===== src/rtl/bldc_pkg.sv =====
// Shared encodings for the BLDC commutator: phase states, fault codes and the
// hall-to-gate commutation tables.
package bldc_pkg;

    localparam logic [1:0] PH_OFF  = 2'd0;
    localparam logic [1:0] PH_DT   = 2'd1;
    localparam logic [1:0] PH_HIGH = 2'd2;
    localparam logic [1:0] PH_LOW  = 2'd3;

    localparam logic [1:0] FC_NONE = 2'b00;
    localparam logic [1:0] FC_HALL = 2'b01;
    localparam logic [1:0] FC_OCP  = 2'b10;

    localparam logic [2:0] HALL_ILL_LO = 3'b000;
    localparam logic [2:0] HALL_ILL_HI = 3'b111;

    // One table entry: {hi mask, lo mask}, bit 2 = phase A, bit 0 = phase C.
    typedef struct packed {
        logic [2:0] hi;
        logic [2:0] lo;
    } comm_t;

    localparam logic [5:0] FWD_100 = 6'b100_001;
    localparam logic [5:0] FWD_110 = 6'b010_001;
    localparam logic [5:0] FWD_010 = 6'b010_100;
    localparam logic [5:0] FWD_011 = 6'b001_100;
    localparam logic [5:0] FWD_001 = 6'b001_010;
    localparam logic [5:0] FWD_101 = 6'b100_010;

    localparam logic [5:0] REV_100 = 6'b001_100;
    localparam logic [5:0] REV_110 = 6'b001_010;
    localparam logic [5:0] REV_010 = 6'b100_010;
    localparam logic [5:0] REV_011 = 6'b100_001;
    localparam logic [5:0] REV_001 = 6'b010_001;
    localparam logic [5:0] REV_101 = 6'b010_100;

    // Illegal sectors fall through to all-off.
    function automatic comm_t comm_lookup(input logic [2:0] sector, input logic dir);
        comm_t c;
        c = '0;
        case (sector)
            3'b100:  c = dir ? FWD_100 : REV_100;
            3'b110:  c = dir ? FWD_110 : REV_110;
            3'b010:  c = dir ? FWD_010 : REV_010;
            3'b011:  c = dir ? FWD_011 : REV_011;
            3'b001:  c = dir ? FWD_001 : REV_001;
            3'b101:  c = dir ? FWD_101 : REV_101;
            default: c = '0;
        endcase
        return c;
    endfunction

endpackage


===== src/rtl/bldc_phase_dt.sv =====
// One half-bridge phase: OFF/DT/HIGH/LOW state machine with dead-time counter
// and registered, PWM-gated gate outputs.
module bldc_phase_dt
    import bldc_pkg::*;
#(
    parameter int DT_W = 8
) (
    input  logic            clk,
    input  logic            rst,
    input  logic [1:0]      req,
    input  logic            pwm,
    input  logic [DT_W-1:0] dead_time,
    output logic            gate_hi,
    output logic            gate_lo
);

    localparam logic [DT_W-1:0] CNT_ONE = DT_W'(1);

    logic [1:0]      state_reg, state_next;
    logic [1:0]      tgt_reg, tgt_next;
    logic [DT_W-1:0] cnt_reg, cnt_next;

    // Loading dead_time-1 keeps the phase in DT for exactly dead_time cycles.
    always_comb begin
        state_next = state_reg;
        tgt_next   = tgt_reg;
        cnt_next   = cnt_reg;
        if (req == PH_OFF) begin
            state_next = PH_OFF;
        end else if (state_reg == PH_DT) begin
            if (req != tgt_reg) begin
                if (dead_time == '0) begin
                    state_next = req;
                end else begin
                    tgt_next = req;
                    cnt_next = dead_time - CNT_ONE;
                end
            end else if (cnt_reg == '0) begin
                state_next = tgt_reg;
            end else begin
                cnt_next = cnt_reg - CNT_ONE;
            end
        end else if (req != state_reg) begin
            if (dead_time == '0) begin
                state_next = req;
            end else begin
                state_next = PH_DT;
                tgt_next   = req;
                cnt_next   = dead_time - CNT_ONE;
            end
        end
    end

    always_ff @(posedge clk or posedge rst) begin
        if (rst) begin
            state_reg <= PH_OFF;
            tgt_reg   <= PH_OFF;
            cnt_reg   <= '0;
            gate_hi   <= 1'b0;
            gate_lo   <= 1'b0;
        end else begin
            state_reg <= state_next;
            tgt_reg   <= tgt_next;
            cnt_reg   <= cnt_next;
            gate_hi   <= (state_next == PH_HIGH) & pwm;
            gate_lo   <= (state_next == PH_LOW);
        end
    end

endmodule


===== src/rtl/bldc_commutator.sv =====
// Hall-sensor BLDC commutator: input sync, hall debounce, request priority,
// latched faults, stall timer and three dead-time phase drivers.
module bldc_commutator
    import bldc_pkg::*;
#(
    parameter int DT_W    = 8,
    parameter int DB_W    = 4,
    parameter int STALL_W = 24
) (
    input  logic               clk,
    input  logic               rst,
    input  logic [2:0]         hall,
    input  logic               dir,
    input  logic               brake,
    input  logic               i_limit,
    input  logic               pwm,
    input  logic [DT_W-1:0]    dead_time,
    input  logic [DB_W-1:0]    db_len,
    input  logic               fault_clr,
    output logic [2:0]         gate_hi,
    output logic [2:0]         gate_lo,
    output logic [2:0]         sector,
    output logic               hall_edge,
    output logic               stall,
    output logic               fault,
    output logic [1:0]         fault_code
);

    localparam logic [DB_W-1:0]    RUN_ONE   = DB_W'(1);
    localparam logic [STALL_W-1:0] STALL_ONE = STALL_W'(1);

    logic [2:0]         hall_s1_reg, hall_s2_reg, hall_last_reg;
    logic               brake_s1_reg, brake_s2_reg;
    logic               ilim_s1_reg, ilim_s2_reg;
    logic [DB_W-1:0]    run_reg, run_next;
    logic               accept;
    logic [2:0]         sector_reg;
    logic               seen_reg;
    logic               hall_edge_reg;
    logic [2:0][1:0]    req_reg, req_next, phase_req;
    logic [1:0]         fault_code_reg;
    logic               illegal_now;
    logic               force_off;
    logic [STALL_W-1:0] timer_reg, timer_next;
    logic               stall_reg;
    comm_t              tbl;

    always_ff @(posedge clk or posedge rst) begin
        if (rst) begin
            hall_s1_reg  <= '0;
            hall_s2_reg  <= '0;
            brake_s1_reg <= 1'b0;
            brake_s2_reg <= 1'b0;
            ilim_s1_reg  <= 1'b0;
            ilim_s2_reg  <= 1'b0;
        end else begin
            hall_s1_reg  <= hall;
            hall_s2_reg  <= hall_s1_reg;
            brake_s1_reg <= brake;
            brake_s2_reg <= brake_s1_reg;
            ilim_s1_reg  <= i_limit;
            ilim_s2_reg  <= ilim_s1_reg;
        end
    end

    // run_next counts extra cycles the synchronised hall has been steady,
    // so run_next >= db_len means db_len+1 stable cycles.
    always_comb begin
        run_next = '0;
        if (hall_s2_reg == hall_last_reg)
            run_next = (run_reg == '1) ? run_reg : run_reg + RUN_ONE;
    end

    assign accept = (run_next >= db_len) && (hall_s2_reg != sector_reg);

    always_ff @(posedge clk or posedge rst) begin
        if (rst) begin
            hall_last_reg <= '0;
            run_reg       <= '0;
            sector_reg    <= '0;
            seen_reg      <= 1'b0;
            hall_edge_reg <= 1'b0;
        end else begin
            hall_last_reg <= hall_s2_reg;
            run_reg       <= run_next;
            hall_edge_reg <= accept;
            if (accept) begin
                sector_reg <= hall_s2_reg;
                seen_reg   <= 1'b1;
            end
        end
    end

    // The reset value 000 is not an accepted sector and must not trip a fault.
    assign illegal_now = seen_reg &&
                         ((sector_reg == HALL_ILL_LO) || (sector_reg == HALL_ILL_HI));

    always_ff @(posedge clk or posedge rst) begin
        if (rst) begin
            fault_code_reg <= FC_NONE;
        end else if (fault_code_reg == FC_NONE) begin
            if (illegal_now)
                fault_code_reg <= FC_HALL;
            else if (ilim_s2_reg)
                fault_code_reg <= FC_OCP;
        end else if (fault_clr) begin
            if ((fault_code_reg == FC_HALL) && !illegal_now)
                fault_code_reg <= FC_NONE;
            else if ((fault_code_reg == FC_OCP) && !ilim_s2_reg)
                fault_code_reg <= FC_NONE;
        end
    end

    // Fault and over-current bypass the request register so they cut the
    // gates one cycle sooner than a commutation change.
    assign force_off = (fault_code_reg != FC_NONE) || ilim_s2_reg;
    assign tbl       = comm_lookup(sector_reg, dir);

    always_comb begin
        timer_next = timer_reg;
        if (accept)
            timer_next = '0;
        else if (!brake_s2_reg && (fault_code_reg == FC_NONE) && (timer_reg != '1))
            timer_next = timer_reg + STALL_ONE;
    end

    always_ff @(posedge clk or posedge rst) begin
        if (rst) begin
            timer_reg <= '0;
            stall_reg <= 1'b0;
            req_reg   <= '0;
        end else begin
            timer_reg <= timer_next;
            stall_reg <= (timer_next == '1);
            req_reg   <= req_next;
        end
    end

    genvar gi;
    generate
        for (gi = 0; gi < 3; gi++) begin : g_phase
            assign req_next[gi]  = brake_s2_reg ? PH_LOW  :
                                   tbl.hi[gi]   ? PH_HIGH :
                                   tbl.lo[gi]   ? PH_LOW  : PH_OFF;
            assign phase_req[gi] = force_off ? PH_OFF : req_reg[gi];

            bldc_phase_dt #(
                .DT_W(DT_W)
            ) u_phase (
                .clk      (clk),
                .rst      (rst),
                .req      (phase_req[gi]),
                .pwm      (pwm),
                .dead_time(dead_time),
                .gate_hi  (gate_hi[gi]),
                .gate_lo  (gate_lo[gi])
            );
        end
    endgenerate

    assign sector     = sector_reg;
    assign hall_edge  = hall_edge_reg;
    assign stall      = stall_reg;
    assign fault_code = fault_code_reg;
    assign fault      = (fault_code_reg != FC_NONE);

endmodule


===== config.mk =====
export PLATFORM = sky130hd
export DESIGN_NAME = bldc_commutator
export DESIGN_NICKNAME = d
export VERILOG_FILES = /design/src/rtl/bldc_pkg.sv /design/src/rtl/bldc_phase_dt.sv /design/src/rtl/bldc_commutator.sv
export SDC_FILE = /design/constraint.sdc
export NUM_CORES = 1
export LEC_CHECK = 0
export ABC_AREA = 0
export CELL_PAD_IN_SITES_DETAIL_PLACEMENT = 1
export CELL_PAD_IN_SITES_GLOBAL_PLACEMENT = 1
export CORE_ASPECT_RATIO = 1.2
export CORE_UTILIZATION = 49
export CTS_BUF_LIST = sky130_fd_sc_hd__clkbuf_8
export DETAILED_ROUTE_END_ITERATION = 16
export GPL_ROUTABILITY_DRIVEN = 0
export PLACE_DENSITY = 0.88
export SYNTH_ARGS = -nofsm -noshare
export SYNTH_HDL_FRONTEND = slang
export SYNTH_SLANG_ARGS = --single-unit

===== constraint.sdc =====
create_clock -name clk -period 5.7 [get_ports clk]
set_input_delay 1.71 -clock clk [delete_from_list [all_inputs] [get_ports clk]]
set_output_delay 1.71 -clock clk [all_outputs]
set_load 0.05 [all_outputs]

==> impl_metrics.csv <==
group,metric,value,unit
placed_design,post-place-cells,786,
logic_synthesis,avgSynthCellArea,9.21,sq um
logic_synthesis,yosysSeqAreaShare,42.1,%
global_routing,grt_overflow_total,0,
detailed_routing,wl_per_cell,18.9,um
placed_design,place.port_buffers,35,
global_routing,track_usage,26.7,%
cts,cts_made_buffers,9,
logic_synthesis,synth_flop_cell,"dfrtp_1",
global_routing,grt_start_max_net_pins,78,
logic_synthesis,synth_edf_count,0,
timing,relSlewSlack,33.8,%
die,coreArea,11500,sq um
detailed_routing,dr.pass1.iters,4,
cts,cts_buffer_depth,2,
pwr,p_leak,2.55,nW
timing,slew_viol_final,0,
die,die_area,12200,sq um
detailed_routing,wirelength,15200,um
logic_synthesis,yosys_warnings,0,
detailed_routing,ant_nets,0,
die,start_util,50.1,%
logic_synthesis,synth_nets,658,
cts,cts-resized-gates,0,
cts,worstSkewPairLatency,380,ps
die,die_w,101,um
cts,hold_buffers,0,
timing,fmax,223,MHz
layout,n_antenna_cell,0,
layout,nNetsFinal,672,
timing,min_period_over_period,78.8,%
cts,cts_tree,"yes",
global_routing,grt_pass1_vias,5315,
timing,finalSetupViolCount,0,
logic_synthesis,synthCells,626,
layout,area_growth,9.75,%
cts,post_cts_buffers,0,
die,die_h,121,um
timing,tightest_slew,993,ps
logic_synthesis,synthDistinctLibCells,73,
timing,fin_crit,4490,ps
critical_path,critPathArrivalTime,4810,ps
status,status,"completed",
pwr,power_density,216,nW/um^2
pwr,total_power,1.37,mW
logic_synthesis,synth_seq_cells,97,
min_path,hold_start,"hall_s1_reg[2]$_DFF_PP0_",
detailed_routing,vias,4922,
cts,clk_pin_slew,100,ps
cts,cts_root_buf,"clkbuf_8",
detailed_routing,post-route-drc-count,0,
die,ioPinCount,36,
timing,hold_viol,0,
critical_path,required,6010,ps
timing,fin_worst_skew,13.8,ps
cts,cts.sinks,97,
placed_design,dpl_cell_area,6150,sq um
placed_design,dp.final_hpwl,10900,um
global_routing,grt_pass1_wl,25700,um
critical_path,critPathMaxFanout,19,
critical_path,r2r_start,"run_reg[0]$_DFF_PP0_",
die,rows,43,
timing,timing.hold.ws,359,ps
layout,fin_area,6320,sq um
critical_path,crit_start,"dead_time[0]",
detailed_routing,drt_iter0_drc,206,
layout,n_fill_cell,1392,
layout,drive_gt1_share,7.13,%
detailed_routing,vias_per_cell,6.14,
logic_synthesis,synthArstFlopShare,100,%
critical_path,cp-end-kind,"register",
timing,grt_setup_unrepaired,"no",
logic_synthesis,synth_area,5760,sq um
cts,h-tree-depth,3,
pwr,irDropWorstVdd,0.233,mV
global_routing,antenna_found_initial,0,
timing,final.setup.tns,0,ps
flow_run,max_cap_violations,0,
critical_path,start_kind,"input port",
layout,final-instance-count-excl-fill,802,
min_path,hold_path.class,"register to register",
critical_path,worstSetupPathType,"input port to register",
## cell usage in the layout (no fill, tap or decap), drive strengths merged, types with 3 or more instances in the layout
cell and n:
dfrtp 97, nor2 62, nand2 49, a21oi 41
nor3 38, o21ai 38, clkdlybuf4s50 35, inv 32
xnor2 20, xor2 16, nand3 16, or3 12
nand4 11, nor2b 11, ha 10, nor4b 10
clkbuf 9, a31oi 9, and3 8, and4 8
mux2 8, nand2b 7, nor4 7, o22ai 6
mux2i 6, a221o 5, a211oi 5, or4 4
a32oi 4, nor3b 4, a311oi 4, a22oi 3
o21a 3, nand3b 3, a21o 3, buf 3
or2 3
## kinds of logic (layout without fill, tap and decap cells)
group,count (synthesis),in the layout,synth area share (%)
simple gates,263,263,26.3
compound gates,143,143,16.3
flops,97,97,42.1
buf+inv,63,82,5.06
xor+xnor,36,36,5.47
mux,14,14,2.61
fa+ha+maj,10,10,2.17
## stage by stage
| stage | util, % | setup WS, ps |
|---|---|---|
| 6_report | 54.9 | 1210 |
| 5_1_grt | 54.9 | 1070 |
| 4_1_cts | 54.9 | 1280 |
| 3_5_place_dp | 53.5 | 950 |
| 3_3_place_gp | 53.5 | 1120 |
| 2_1_floorplan | - | 1460 |
## cell type report
type | instances | area [sq um] | area share, %
well taps | 157 | 196 | 3.11
clock buffers | 9 | 124 | 1.96
inverters | 28 | 108 | 1.70
multi-input cells | 466 | 3050 | 48.2
repair buffers | 38 | 373 | 5.90
clock inverters | 7 | 46.3 | 0.732
flip-flops and latches | 97 | 2430 | 38.4
## where the power goes
group          internal, mW  leakage, nW  switching [mW]
registers             0.721         1.22          0.0464
clock network         0.159       0.0926           0.260
logic                0.0830         1.24           0.100
total                 0.963         2.55           0.406
## critical path, stage by stage
cell,delay [ps]
clkdlybuf4s50_1,570
inv_1,140
ha_1,270
or3b_1,400
and3b_1,710
o22ai_1,200
a32oi_1,190
o21ai_1,120
a211oi_1,320
nor2b_1,170
## final timing paths
check / endpoint / slack [ps] / cells past startpoint
max in group asynchronous: timer_reg[8]$_DFF_PP0_ / 2920 / 3
setup reg to reg: stall$_DFF_PP0_ / 2510 / 13
setup / recovery: g_phase[1].u_phase.gate_lo$_DFF_PP0_ / 1210 / 10
hold reg to reg: hall_s2_reg[2]$_DFF_PP0_ / 360 / 0
min in group asynchronous: g_phase[2].u_phase.cnt_reg[6]$_DFFE_PP0P_ / 1910 / 2
hold / removal: hall_s2_reg[2]$_DFF_PP0_ / 360 / 0
## synthesized netlist by cell type, types with 7 or more instances
master	count	area share [%]
dfrtp_1	97	42
nor2_1	61	4.0
nand2_1	49	3.2
a21oi_1	40	3.5
nor3_1	37	3.2
inv_1	28	1.8
o21ai_0	21	1.8
xnor2_1	20	3.0
clkbuf_1	17	1.1
o21ai_1	17	1.5
xor2_1	16	2.4
nand3_1	15	1.3
or3_1	12	1.3
nand4_1	11	1.2
nor2b_1	11	1.2
ha_1	10	2.2
a31oi_1	9	0.98
and3_1	8	0.87
and4_1	8	1.2
buf_2	8	0.69
mux2_2	8	1.6
nand2b_1	7	0.76
## routing by layer
layer,global-route usage [%],routed length [um],vias up
li1,-,-,2300
met1,30.6,6160,2486
met2,48.7,8090,96
met3,3.76,415,40
met4,12.4,496,0
met5,0,0,-
Power figures use the tool's default switching activity.
